$ cat src/rtl/soc_pkg.sv
// Shared SoC address map and button-port register constants.
package soc_pkg;

  localparam logic [31:0] LED_ADDR    = 32'h8000_0000;
  localparam logic [31:0] BUTTON_BASE = 32'h8000_0010;

  // Word indices inside the 16-byte button register window
  localparam logic [1:0] BTN_STATE = 2'd0;
  localparam logic [1:0] BTN_RISE  = 2'd1;
  localparam logic [1:0] BTN_FALL  = 2'd2;
  localparam logic [1:0] BTN_DEB   = 2'd3;

  // 1 ms at 25 MHz
  localparam logic [15:0] DEB_DEFAULT = 16'd25000;

endpackage

$ cat src/rtl/btn_debounce.sv
// One button bit: two-flop synchroniser, settle counter and accepted (stable) level.
module btn_debounce #(
  parameter int DEB_W = 16
) (
  input  logic             clk,
  input  logic             resetn,
  input  logic             raw,
  input  logic [DEB_W-1:0] limit,
  output logic             stable
);

  logic [1:0]       sync_pipe;
  logic [DEB_W-1:0] cnt;

  always_ff @(posedge clk or negedge resetn) begin
    if (!resetn) begin
      sync_pipe <= '0;
      cnt       <= '0;
      stable    <= 1'b0;
    end else begin
      sync_pipe <= {sync_pipe[0], raw};
      // Any return to the accepted level restarts the settle window
      if (sync_pipe[1] == stable) begin
        cnt <= '0;
      end else if (cnt == limit) begin
        stable <= sync_pipe[1];
        cnt    <= '0;
      end else begin
        cnt <= cnt + DEB_W'(1);
      end
    end
  end

endmodule

$ cat src/rtl/button_port.sv
// Memory-mapped push-button port: debounced state, sticky W1C edge flags, irq.
module button_port
  import soc_pkg::*;
#(
  parameter logic [31:0]      BASE_ADDR = BUTTON_BASE,
  parameter int               N_BTN     = 7,
  parameter int               DEB_W     = 16,
  parameter logic [DEB_W-1:0] DEB_RESET = DEB_W'(DEB_DEFAULT)
) (
  input  logic             clk,
  input  logic             resetn,
  input  logic [N_BTN-1:0] btn_raw,
  input  logic [31:0]      mem_address,
  input  logic [31:0]      mem_wdata,
  input  logic             mem_wenable,
  output logic [31:0]      rdata,
  output logic             hit,
  output logic             irq
);

  logic [N_BTN-1:0] stable, stable_d;
  logic [N_BTN-1:0] rise_q, fall_q, rise_nxt, fall_nxt;
  logic [N_BTN-1:0] rise_clr, fall_clr;
  logic [DEB_W-1:0] deb_q;
  logic [31:0]      off;
  logic [1:0]       widx;
  logic             wr;
  logic             unused_bits;

  assign off  = mem_address - BASE_ADDR;
  assign hit  = (off[31:4] == 28'd0);
  assign widx = off[3:2];
  assign wr   = mem_wenable & hit;
  assign unused_bits = ^{off[1:0], mem_wdata};

  for (genvar i = 0; i < N_BTN; i++) begin : g_btn
    btn_debounce #(.DEB_W(DEB_W)) u_deb (
      .clk    (clk),
      .resetn (resetn),
      .raw    (btn_raw[i]),
      .limit  (deb_q),
      .stable (stable[i])
    );
  end

  assign rise_clr = (wr && widx == BTN_RISE) ? mem_wdata[N_BTN-1:0] : '0;
  assign fall_clr = (wr && widx == BTN_FALL) ? mem_wdata[N_BTN-1:0] : '0;

  // Set term is ORed after the clear so a coincident edge wins
  assign rise_nxt = (rise_q & ~rise_clr) | (stable & ~stable_d);
  assign fall_nxt = (fall_q & ~fall_clr) | (~stable & stable_d);

  always_ff @(posedge clk or negedge resetn) begin
    if (!resetn) begin
      stable_d <= '0;
      rise_q   <= '0;
      fall_q   <= '0;
      irq      <= 1'b0;
      deb_q    <= DEB_RESET;
    end else begin
      stable_d <= stable;
      rise_q   <= rise_nxt;
      fall_q   <= fall_nxt;
      irq      <= (|rise_nxt) | (|fall_nxt);
      if (wr && widx == BTN_DEB) deb_q <= mem_wdata[DEB_W-1:0];
    end
  end

  always_comb begin
    rdata = '0;
    if (hit) begin
      case (widx)
        BTN_STATE: rdata[N_BTN-1:0] = stable;
        BTN_RISE:  rdata[N_BTN-1:0] = rise_q;
        BTN_FALL:  rdata[N_BTN-1:0] = fall_q;
        BTN_DEB:   rdata[DEB_W-1:0] = deb_q;
      endcase
    end
  end

endmodule

$ cat config.mk
export PLATFORM = sky130hd
export DESIGN_NAME = button_port
export DESIGN_NICKNAME = d
export VERILOG_FILES = /design/src/rtl/soc_pkg.sv /design/src/rtl/btn_debounce.sv /design/src/rtl/button_port.sv
export SDC_FILE = /design/constraint.sdc
export NUM_CORES = 1
export LEC_CHECK = 0
export ABC_AREA = 1
export ABC_CLOCK_PERIOD_IN_PS = 4200
export CAP_MARGIN = 20
export CORE_AREA = 5 5 203 205
export CTS_CLUSTER_DIAMETER = 200
export DETAILED_ROUTE_END_ITERATION = 16
export DIE_AREA = 0 0 208 210
export GPL_TIMING_DRIVEN = 0
export PLACE_DENSITY = 0.55
export SETUP_SLACK_MARGIN = 0.2
export SYNTH_ARGS = -nofsm -noshare
export SYNTH_HDL_FRONTEND = slang
export SYNTH_HIERARCHICAL = 1
export SYNTH_SLANG_ARGS = --single-unit
$ cat constraint.sdc
create_clock -name clk -period 4.2 [get_ports clk]
set_input_delay 1.26 -clock clk [delete_from_list [all_inputs] [get_ports clk]]
set_output_delay 1.26 -clock clk [all_outputs]
set_load 0.005 [all_outputs]
; ---- Word level (Yosys, flattened, before mapping)
; Cells that the tools add are included.
[op_classes]
add_sub_neg = 8
eq_ne = 17
n_mux = 19
bitwise = 19
n_reduce_logical = 14
[ops]
columns = cell, count
row1 = 2-to-1 mux 16 bit, 15
row2 = "adder 16 x 1 -> 16 bit, second input constant", 7
row3 = == test 16 bit, 7
row4 = "subtractor 32 bit, second input constant", 1
row5 = AND 7 bit, 4
row6 = logical NOT 28 bit, 1
row7 = inverter 7 bit, 4
row8 = case mux 7 bit (4 select lines), 1
row9 = 2-to-1 mux 7 bit, 2
row10 = OR 7 bit, 2
row11 = AND reduction 2 bit, 7
row12 = OR reduction 7 bit, 2
row13 = 2-to-1 mux 9 bit, 1
row14 = == test 1 bit, 7
row15 = inverter 1 bit, 7
row16 = "== test 2 bit, second input constant", 2
row17 = logical AND 1 bit, 3
row18 = "== test 2 x 1 -> 1 bit, second input constant", 1
row19 = logical NOT 2 bit, 1
row20 = AND 1 bit, 1
row21 = OR 1 bit, 1
[word_totals]
reg_bits = 171
output_inout_bits = 34
word_cells = 103

; ---- Longest topological paths before layout
; Gate-level depths: netlist of the first run.
[logic_depth]
ltp_word = 10
depth_mapped = 18
mapped_depth_nobuf = 17

; ---- By module
; Netlist of the first run, hierarchy kept.
[by_module_without_submodules]
columns = module, n_inst, cells_each, area_per_inst_um2, seq_area_each_um2
row1 = btn_debounce, 7, 184, 1255.0, 475.5
row2 = button_port, 1, 392, 2745.1, 958.4

; ---- Least setup slack after synthesis of the first run
; OpenSTA, ideal clock, no wires.
[synth_path]
path_type = input -> output
start = input port mem_address[5]
end = output port rdata[10]
t_arrival_ps = 2787
t_required_ps = 2940
setup_slack_ps = 153
cell_stages = 12
path_buffers = 2
cell_sequence = nor2_2 > nand2_4 > nor2_4 > inv_2 > nor2_2 > nor2_1 > nor4_2 > nand4_1 > or2_1 > buf_6 > clkbuf_1 > nor2_1
[synth_between]
elab_chain_len = 3
[synth_rtl]
columns = element, line
row1 = start: declaration, button_port.sv:13  ; input logic [31:0] mem_address,
row2 = subtractor 32 bit, button_port.sv:30  ; assign off = mem_address - BASE_ADDR;
row3 = logical NOT 28 bit, button_port.sv:31  ; assign hit = (off[31:4] == 28'd0);
row4 = 2-to-1 mux 16 bit, button_port.sv:71  ; if (hit) begin
row5 = end: declaration, button_port.sv:16  ; output logic [31:0] rdata,
; Every way passes these cells.

; ---- Final worst setup path of the first run
[layout_path]
start = input port mem_address[22]
end = output port rdata[4]
; Same word-level chain as after synthesis.

==> results of run 1 <==
## cells by family (layout without fill, tap and decap cells)
family / Yosys count / after routing / share of synthesized area (%)
simple gates: 1094 / 1094 / 42.4
buf+inv: 292 / 441 / 11.2
flops: 171 / 171 / 37.2
xor+xnor: 91 / 91 / 6.91
compound gates: 24 / 24 / 1.49
fa+ha+maj: 7 / 7 / 0.760
other cells: 1 / 16 / 0.0325
## power by group through the flow
stage | clock (µW) | sequential (µW) | combinational (µW)
2_1_floorplan | 0 | 1700 | 78.6
3_3_place_gp | 0 | 1710 | 194
3_5_place_dp | 0 | 1700 | 199
4_1_cts | 1790 | 1670 | 213
5_1_grt | 1860 | 1670 | 251
6_report | 1740 | 1670 | 228
## path summary, 6_finish.rpt
check	start	end	slack, ps	depth (start not counted)
max in group asynchronous	resetn	g_btn[5].u_deb/cnt[5]	2470	2
worst max-delay path	mem_address[22]	rdata[4]	-370	13
worst min register to register	g_btn[5].u_deb/sync_pipe[0]	g_btn[5].u_deb/sync_pipe[1]	350	0
worst min-delay path	g_btn[5].u_deb/sync_pipe[0]	g_btn[5].u_deb/sync_pipe[1]	350	0
worst max register to register	deb_q[10]	g_btn[0].u_deb/cnt[13]	2140	10
min in group asynchronous	resetn	g_btn[0].u_deb/cnt[9]	770	1
## Yosys cell counts, drive strengths merged, types with 8 or more instances
cell    count
nor3       31
nand3      72
dfrtp     165
xnor2      14
nand2     573
nand4      34
buf        28
inv       257
nand3b     14
xor2       77
nor2      353
a21oi       8
## state kept, by name, summed over array words and instances, names as in the netlist
register,cells
irq,1
g_btn.u_deb/sync_pipe,14
stable_d,7
g_btn.u_deb/stable,7
fall_q,7
rise_q,7
deb_q,16
g_btn.u_deb/cnt,112
## per-stage QoR
stage / setup TNS [ps] / util, % / cell area (µm²)
floorplan: 0 / - / 11600
global placement: -994080 / 33.2 / 13000
detailed placement: -18120 / 33.2 / 13100
CTS: -4720 / 35.5 / 14000
global route: -6770 / 36.3 / 14300
finish: -4540 / 36.3 / 14300
## per-layer routing
layer	global-route usage, %	part of all wire [%]	vias up
met5	0	0	-
met4	3.24	1.2	0
met3	2.19	3.0	28
met2	24.8	47	170
met1	19.4	48	4808
li1	-	-	5341
## area by class of cell
class	instances	area, µm²	area share, %
Clock inverter	10	164	1.15
Multi-Input combinational cell	1232	6300	44.2
Timing Repair Buffer	117	1050	7.36
Inverter	258	971	6.81
Clock buffer	22	474	3.33
Buffer	34	355	2.49
Sequential cell	171	4290	30.1
Tap cell	525	657	4.61
## timing repair
action / in CTS / in global routing
gates resized for setup: 188 / 56
setup endpoints to repair: 17 / 17
pin swaps: 34 / 23
buffers inserted: 24 / 18
gates cloned: 1 / 0
==> results.py, run 1 <==
metrics = {
    "run_status": {
        "status": "finished, violations left",
        "violations": "setup timing",
    },
    "worst_setup_path": {
        "cp-end-kind": "output pin",
        "crit_family": "simple AND/OR/NAND/NOR gates",
        "startpoint_type": "primary input",
        "cpPeakStageDelay_ps": 290,
        "required_ps": 2940,
        "crit_chain": "dlygate4sd2_1 -> nor2_1 -> nand2_1 -> nand3b_1 -> nand2_1 -> nand4_1 -> nor2_1 -> nand4_1 -> or2_1 -> buf_8 -> buf_4 -> a41oi_4 -> buf_2",
        "cp_data_arrival_time_ps": 3310,
        "worst-path-buf-inv": 4,
        "cp_max_fo": 7,
        "crit_slowest_cell": "dlygate4sd2_1",
        "crit_type": "in -> out",
    },
    "floorplanning": {
        "die_w_um": 208,
        "floorplan.die.height_um": 210,
        "core_area_um2": 39300,
        "fp-row-count": 73,
        "die-area_um2": 43700,
        "top_level_ports": 108,
        "initial_core_util_pct": 29.4,
    },
    "cells_and_area": {
        "diodes": 0,
        "drive_gt1_share_pct": 19.6,
        "nFillCells": 4157,
        "layout.nets": 1912,
        "area_growth_pct": 23.7,
        "layout_common_cells": "nand2_1 (546), inv_1 (232), nor2_1 (221)",
        "mostFrequentLayoutCell": "nand2_1",
        "final_cell_count_no_fill": 2369,
    },
    "grt": {
        "antenna_found_initial": 0,
        "grt-ovfl-total": 0,
        "grt_pass1_vias": 10200,
        "grtUsageTotal_pct": 14.5,
        "grt_first_pass_wirelength_um": 51800,
        "grt_max_degree": 110,
    },
    "place": {
        "gp_congestion": 0.856,
        "numPortBuffers": 73,
        "dp_hpwl_um": 21700,
        "post-place-ws_ps": -1170,
        "dp.cells": 2294,
    },
    "clock_tree": {
        "cts_tree": "done",
        "clk_pin_slew_ps": 60,
        "clock_latency_ps": 440,
        "numCtsBuffers": 17,
        "cts_buffer_depth": 2,
        "cts-root-buf": "clkbuf_16",
        "cts.sinks": 171,
        "holdBufCountCts": 0,
        "ctsHtreeMaxLevel": 4,
    },
    "routing": {
        "vias": 10347,
        "drc": 0,
        "ant_nets": 0,
        "drtPass1Iterations": 5,
        "drt_iter0_markers": 671,
        "viasPerCell": 4.37,
        "routed_wl_um": 31600,
        "routedWlPerCell_um": 13.3,
    },
    "power_and_ir_drop": {
        "seqPwrFrac_pct": 46.0,
        "p_clk_share_pct": 47.7,
        "p_leak_uw": 0.00629,
        "powerDensity_nw_per_um2": 255,
        "netSwitchingFraction_pct": 22.9,
        "combPwrFrac_pct": 6.3,
        "vdd_drop_max_mv": 0.224,
        "internal-power_uw": 2800,
        "netSwitchingPower_uw": 835,
        "p_total_uw": 3640,
    },
    "logic_synthesis": {
        "syn_avg_cell_area_um2": 6.86,
        "synth_ff_type": "dfrtp_1",
        "post-synth-top-area-cell": "dfrtp_1",
        "synth_cells": 1680,
        "synth.distinct_cells": 42,
        "synth_warnings": 6,
        "synth-edff-count": 0,
        "synth_seq_cells": 171,
        "synthTopCellsByArea": "dfrtp_1 (36%), nand2_1 (18%), nor2_1 (8.0%)",
        "yosysSeqAreaShare_pct": 37.2,
        "synth.top_cell.area_share_pct": 35.8,
        "synthArstFlopShare_pct": 100,
        "netlist_area_um2": 11500,
    },
    "worst_hold_path": {
        "hold_class": "reg -> reg",
    },
    "sta": {
        "clock_skew_ps": 9.11,
        "slew_headroom_pct": 40.0,
        "finalWorstSetupSlack_ps": -367,
        "tightest_slew_ps": 901,
        "rsz0062_at_grt": "true",
        "finalSetupViolCount": 17,
        "period_share_pct": 109,
        "hold_viol": 0,
        "fin_crit_ps": 4570,
        "fmax_mhz": 219,
        "slew_viol_final": 0,
        "hold_ws_ps": 351,
    },
    "flow_run": {
        "cap_violations": 0,
    },
}
No activity file was read; power rests on OpenSTA's default activity.
==> run 2, diff against run 1 <==
--- a/config.mk
+++ b/config.mk
@@ -8,14 +8,14 @@
 export ABC_AREA = 1
 export ABC_CLOCK_PERIOD_IN_PS = 4200
 export CAP_MARGIN = 20
-export CORE_AREA = 5 5 203 205
+export CORE_AREA = 5 5 188 190
 export CTS_CLUSTER_DIAMETER = 200
 export DETAILED_ROUTE_END_ITERATION = 16
-export DIE_AREA = 0 0 208 210
+export DIE_AREA = 0 0 193 195
 export GPL_TIMING_DRIVEN = 0
 export PLACE_DENSITY = 0.55
 export SETUP_SLACK_MARGIN = 0.2
+export SLEW_MARGIN = 10
 export SYNTH_ARGS = -nofsm -noshare
 export SYNTH_HDL_FRONTEND = slang
-export SYNTH_HIERARCHICAL = 1
 export SYNTH_SLANG_ARGS = --single-unit
==> results.py, run 2 <==
metrics = {
    "run_status": {
        "status": "finished, violations left",
        "violations": "setup timing",
    },
    "floorplanning": {
        "top_level_ports": 108,
        "core_area_um2": 33300,
        "initial_core_util_pct": 29.6,
        "fp-row-count": 67,
        "floorplan.die.height_um": 195,
        "die_w_um": 193,
        "die-area_um2": 37600,
    },
    "routing": {
        "ant_nets": 0,
        "routed_wl_um": 29600,
        "drtPass1Iterations": 8,
        "viasPerCell": 4.75,
        "drc": 0,
        "routedWlPerCell_um": 16.0,
        "vias": 8778,
        "drt_iter0_markers": 472,
    },
    "worst_setup_path": {
        "required_ps": 2940,
        "crit_type": "in -> out",
        "cp_data_arrival_time_ps": 3440,
        "timing.reg2reg.setup_slack_ps": 1020,
        "cp-end-kind": "output pin",
        "startpoint_type": "primary input",
        "cp_max_fo": 6,
    },
    "cells_and_area": {
        "layout_common_cells": "nand2_1 (194), dfrtp_1 (165), nor2_1 (144)",
        "top_register": "g_btn.u_deb.cnt",
        "area_growth_pct": 27.3,
        "mostFrequentLayoutCell": "nand2_1",
        "layout.nets": 1465,
        "final_cell_count_no_fill": 1848,
        "drive_gt1_share_pct": 19.6,
        "largestRegisters": "g_btn.u_deb.cnt (112), deb_q (16), g_btn.u_deb.sync_pipe (14)",
        "nFillCells": 3414,
        "largest_reg_flops": 112,
    },
    "logic_synthesis": {
        "synthArstFlopShare_pct": 100,
        "synth_ff_type": "dfrtp_1",
        "synth_cells": 1219,
        "yosysMostFrequentCell": "nand2_1",
        "synth_warnings": 0,
        "syn_avg_cell_area_um2": 8.09,
        "synthTopCellsByArea": "dfrtp_1 (42%), xor2_1 (9.2%), nand2_1 (8.1%)",
        "post-synth-top-area-cell": "dfrtp_1",
        "synth-edff-count": 0,
        "netlist_area_um2": 9860,
        "synth.top_cell.area_share_pct": 41.9,
        "synth_commonest_cells": "nand2_1 (213), nor2_1 (169), dfrtp_1 (165), inv_1 (128), xor2_1 (104)",
        "synth_seq_cells": 171,
        "yosysSeqAreaShare_pct": 43.5,
        "synth.distinct_cells": 44,
    },
    "sta": {
        "fmax_mhz": 213,
        "hold_viol": 0,
        "period_share_pct": 112,
        "fin_crit_ps": 4700,
        "clock_skew_ps": 9.53,
        "tightest_slew_ps": 1060,
        "slew_viol_final": 0,
        "finalWorstSetupSlack_ps": -504,
        "slew_headroom_pct": 29.4,
        "finalSetupViolCount": 29,
        "setup-tns-final_ps": -7630,
        "rsz0062_at_grt": "true",
    },
    "place": {
        "numPortBuffers": 73,
        "gp_congestion": 0.905,
        "dp.cells": 1756,
        "dp_hpwl_um": 20600,
    },
    "clock_tree": {
        "cts-root-buf": "clkbuf_16",
        "numCtsBuffers": 17,
        "cts.sinks": 171,
        "clock_latency_ps": 430,
        "cts_buffer_depth": 2,
        "clk_pin_slew_ps": 70,
        "ctsHtreeMaxLevel": 4,
        "cts_tree": "done",
    },
    "power_and_ir_drop": {
        "seqPwrFrac_pct": 46.2,
        "internal-power_uw": 2800,
        "powerDensity_nw_per_um2": 288,
        "vdd_drop_max_mv": 0.192,
        "combPwrFrac_pct": 6.7,
        "netSwitchingFraction_pct": 22.5,
        "p_leak_uw": 0.00592,
        "p_clk_share_pct": 47.1,
        "p_total_uw": 3620,
        "netSwitchingPower_uw": 814,
    },
    "grt": {
        "antenna_found_initial": 4,
        "grt-ovfl-total": 0,
        "grt_first_pass_wirelength_um": 46800,
        "grt_pass1_vias": 8742,
        "grtUsageTotal_pct": 15.8,
        "grt_max_degree": 89,
    },
    "worst_hold_path": {
        "hold_class": "reg -> reg",
    },
    "flow_run": {
        "cap_violations": 0,
    },
}
## run 2: path summary, 6_finish.rpt
kind,startpoint,to,depth (start not counted)
setup / recovery,mem_address[5],rdata[4],13
hold / removal,g_btn[0].u_deb.sync_pipe[0],g_btn[0].u_deb.sync_pipe[1],0
setup reg to reg,deb_q[3],g_btn[1].u_deb.cnt[12],7
hold reg to reg,g_btn[0].u_deb.sync_pipe[0],g_btn[0].u_deb.sync_pipe[1],0
max in group asynchronous,resetn,g_btn[5].u_deb.cnt[6],2
min in group asynchronous,resetn,g_btn[3].u_deb.cnt[8],1
## run 2: final cells by class
cell class,count,area [µm²],share of cell area (%)
Buffer,51,312,2.48
Inverter,132,510,4.07
Multi-Input combinational cell,880,5160,41.1
Clock buffer,20,467,3.72
Timing Repair Buffer,131,1080,8.63
Tap cell,448,561,4.46
Sequential cell,171,4290,34.1
Clock inverter,11,165,1.32
Antenna cell,4,10.0,0.0797
## run 2: worst max-delay path: stages
cell and delay [ps]:
buf_8 100, nor2_4 120, nand2_4 110, nor2_4 200
nand2_2 100, o21bai_1 140, nand3_1 140, nand3b_1 220
nor4_4 290, bufinv_8 250, buf_6 120, a41oi_4 230
buf_2 160
## run 2: through the flow
step           setup slack [ps]  instance area (µm²)  hold WS, ps  util [%]
2_1_floorplan               157                 9950          331         -
3_3_place_gp              -5550                11200          333      33.8
3_5_place_dp              -1540                11300          336      33.9
4_1_cts                    -451                12400          347      37.4
5_1_grt                    -610                12600          342      37.7
6_report                   -504                12600          342      37.7
## run 2: cell families (layout without fill, tap and decap cells)
| group | count (synthesis) | after routing | share of synthesized area (%) |
|---|---|---|---|
| other | 1 | 20 | 0.0380 |
| adders and majority gates | 7 | 7 | 0.888 |
| and+or+nand+nor | 645 | 645 | 31.2 |
| xor gates and xnor gates | 121 | 121 | 10.7 |
| AOI/OAI and AO/OA | 91 | 91 | 5.63 |
| buffers and inverters | 183 | 345 | 7.98 |
| DFF | 171 | 171 | 43.5 |
## run 2: what timing repair did
action                                  CTS  global route
gates cloned                              0             1
hold buffers                              0             0
pin swaps                                64            24
resized for setup                       277            13
endpoints found under the setup margin   17            32
buffers inserted                         48             8
## run 2: routing by layer
layer | wire length (µm) | vias to the layer above | global-route usage (%)
met2 | 14300 | 209 | 26.3
met1 | 13300 | 4214 | 20.9
met4 | 746 | 0 | 5.90
met3 | 1250 | 46 | 2.20
met5 | 0 | - | 0
li1 | - | 4309 | -
## run 2: power groups by stage
stage          combinational (µW)  sequential [µW]  clock [µW]
2_1_floorplan                77.7             1700           0
3_3_place_gp                  199             1700           0
3_5_place_dp                  202             1700           0
4_1_cts                       236             1670        1740
5_1_grt                       267             1670        1800
6_report                      243             1670        1700
==> run 3, diff against run 2 <==
--- a/config.mk
+++ b/config.mk
@@ -7,7 +7,6 @@
 export LEC_CHECK = 0
 export ABC_AREA = 1
 export ABC_CLOCK_PERIOD_IN_PS = 4200
-export CAP_MARGIN = 20
 export CORE_AREA = 5 5 188 190
 export CTS_CLUSTER_DIAMETER = 200
 export DETAILED_ROUTE_END_ITERATION = 16
==> results of run 3 <==
Same layout as run 2: the final DEF is identical, and so are final timing and power.
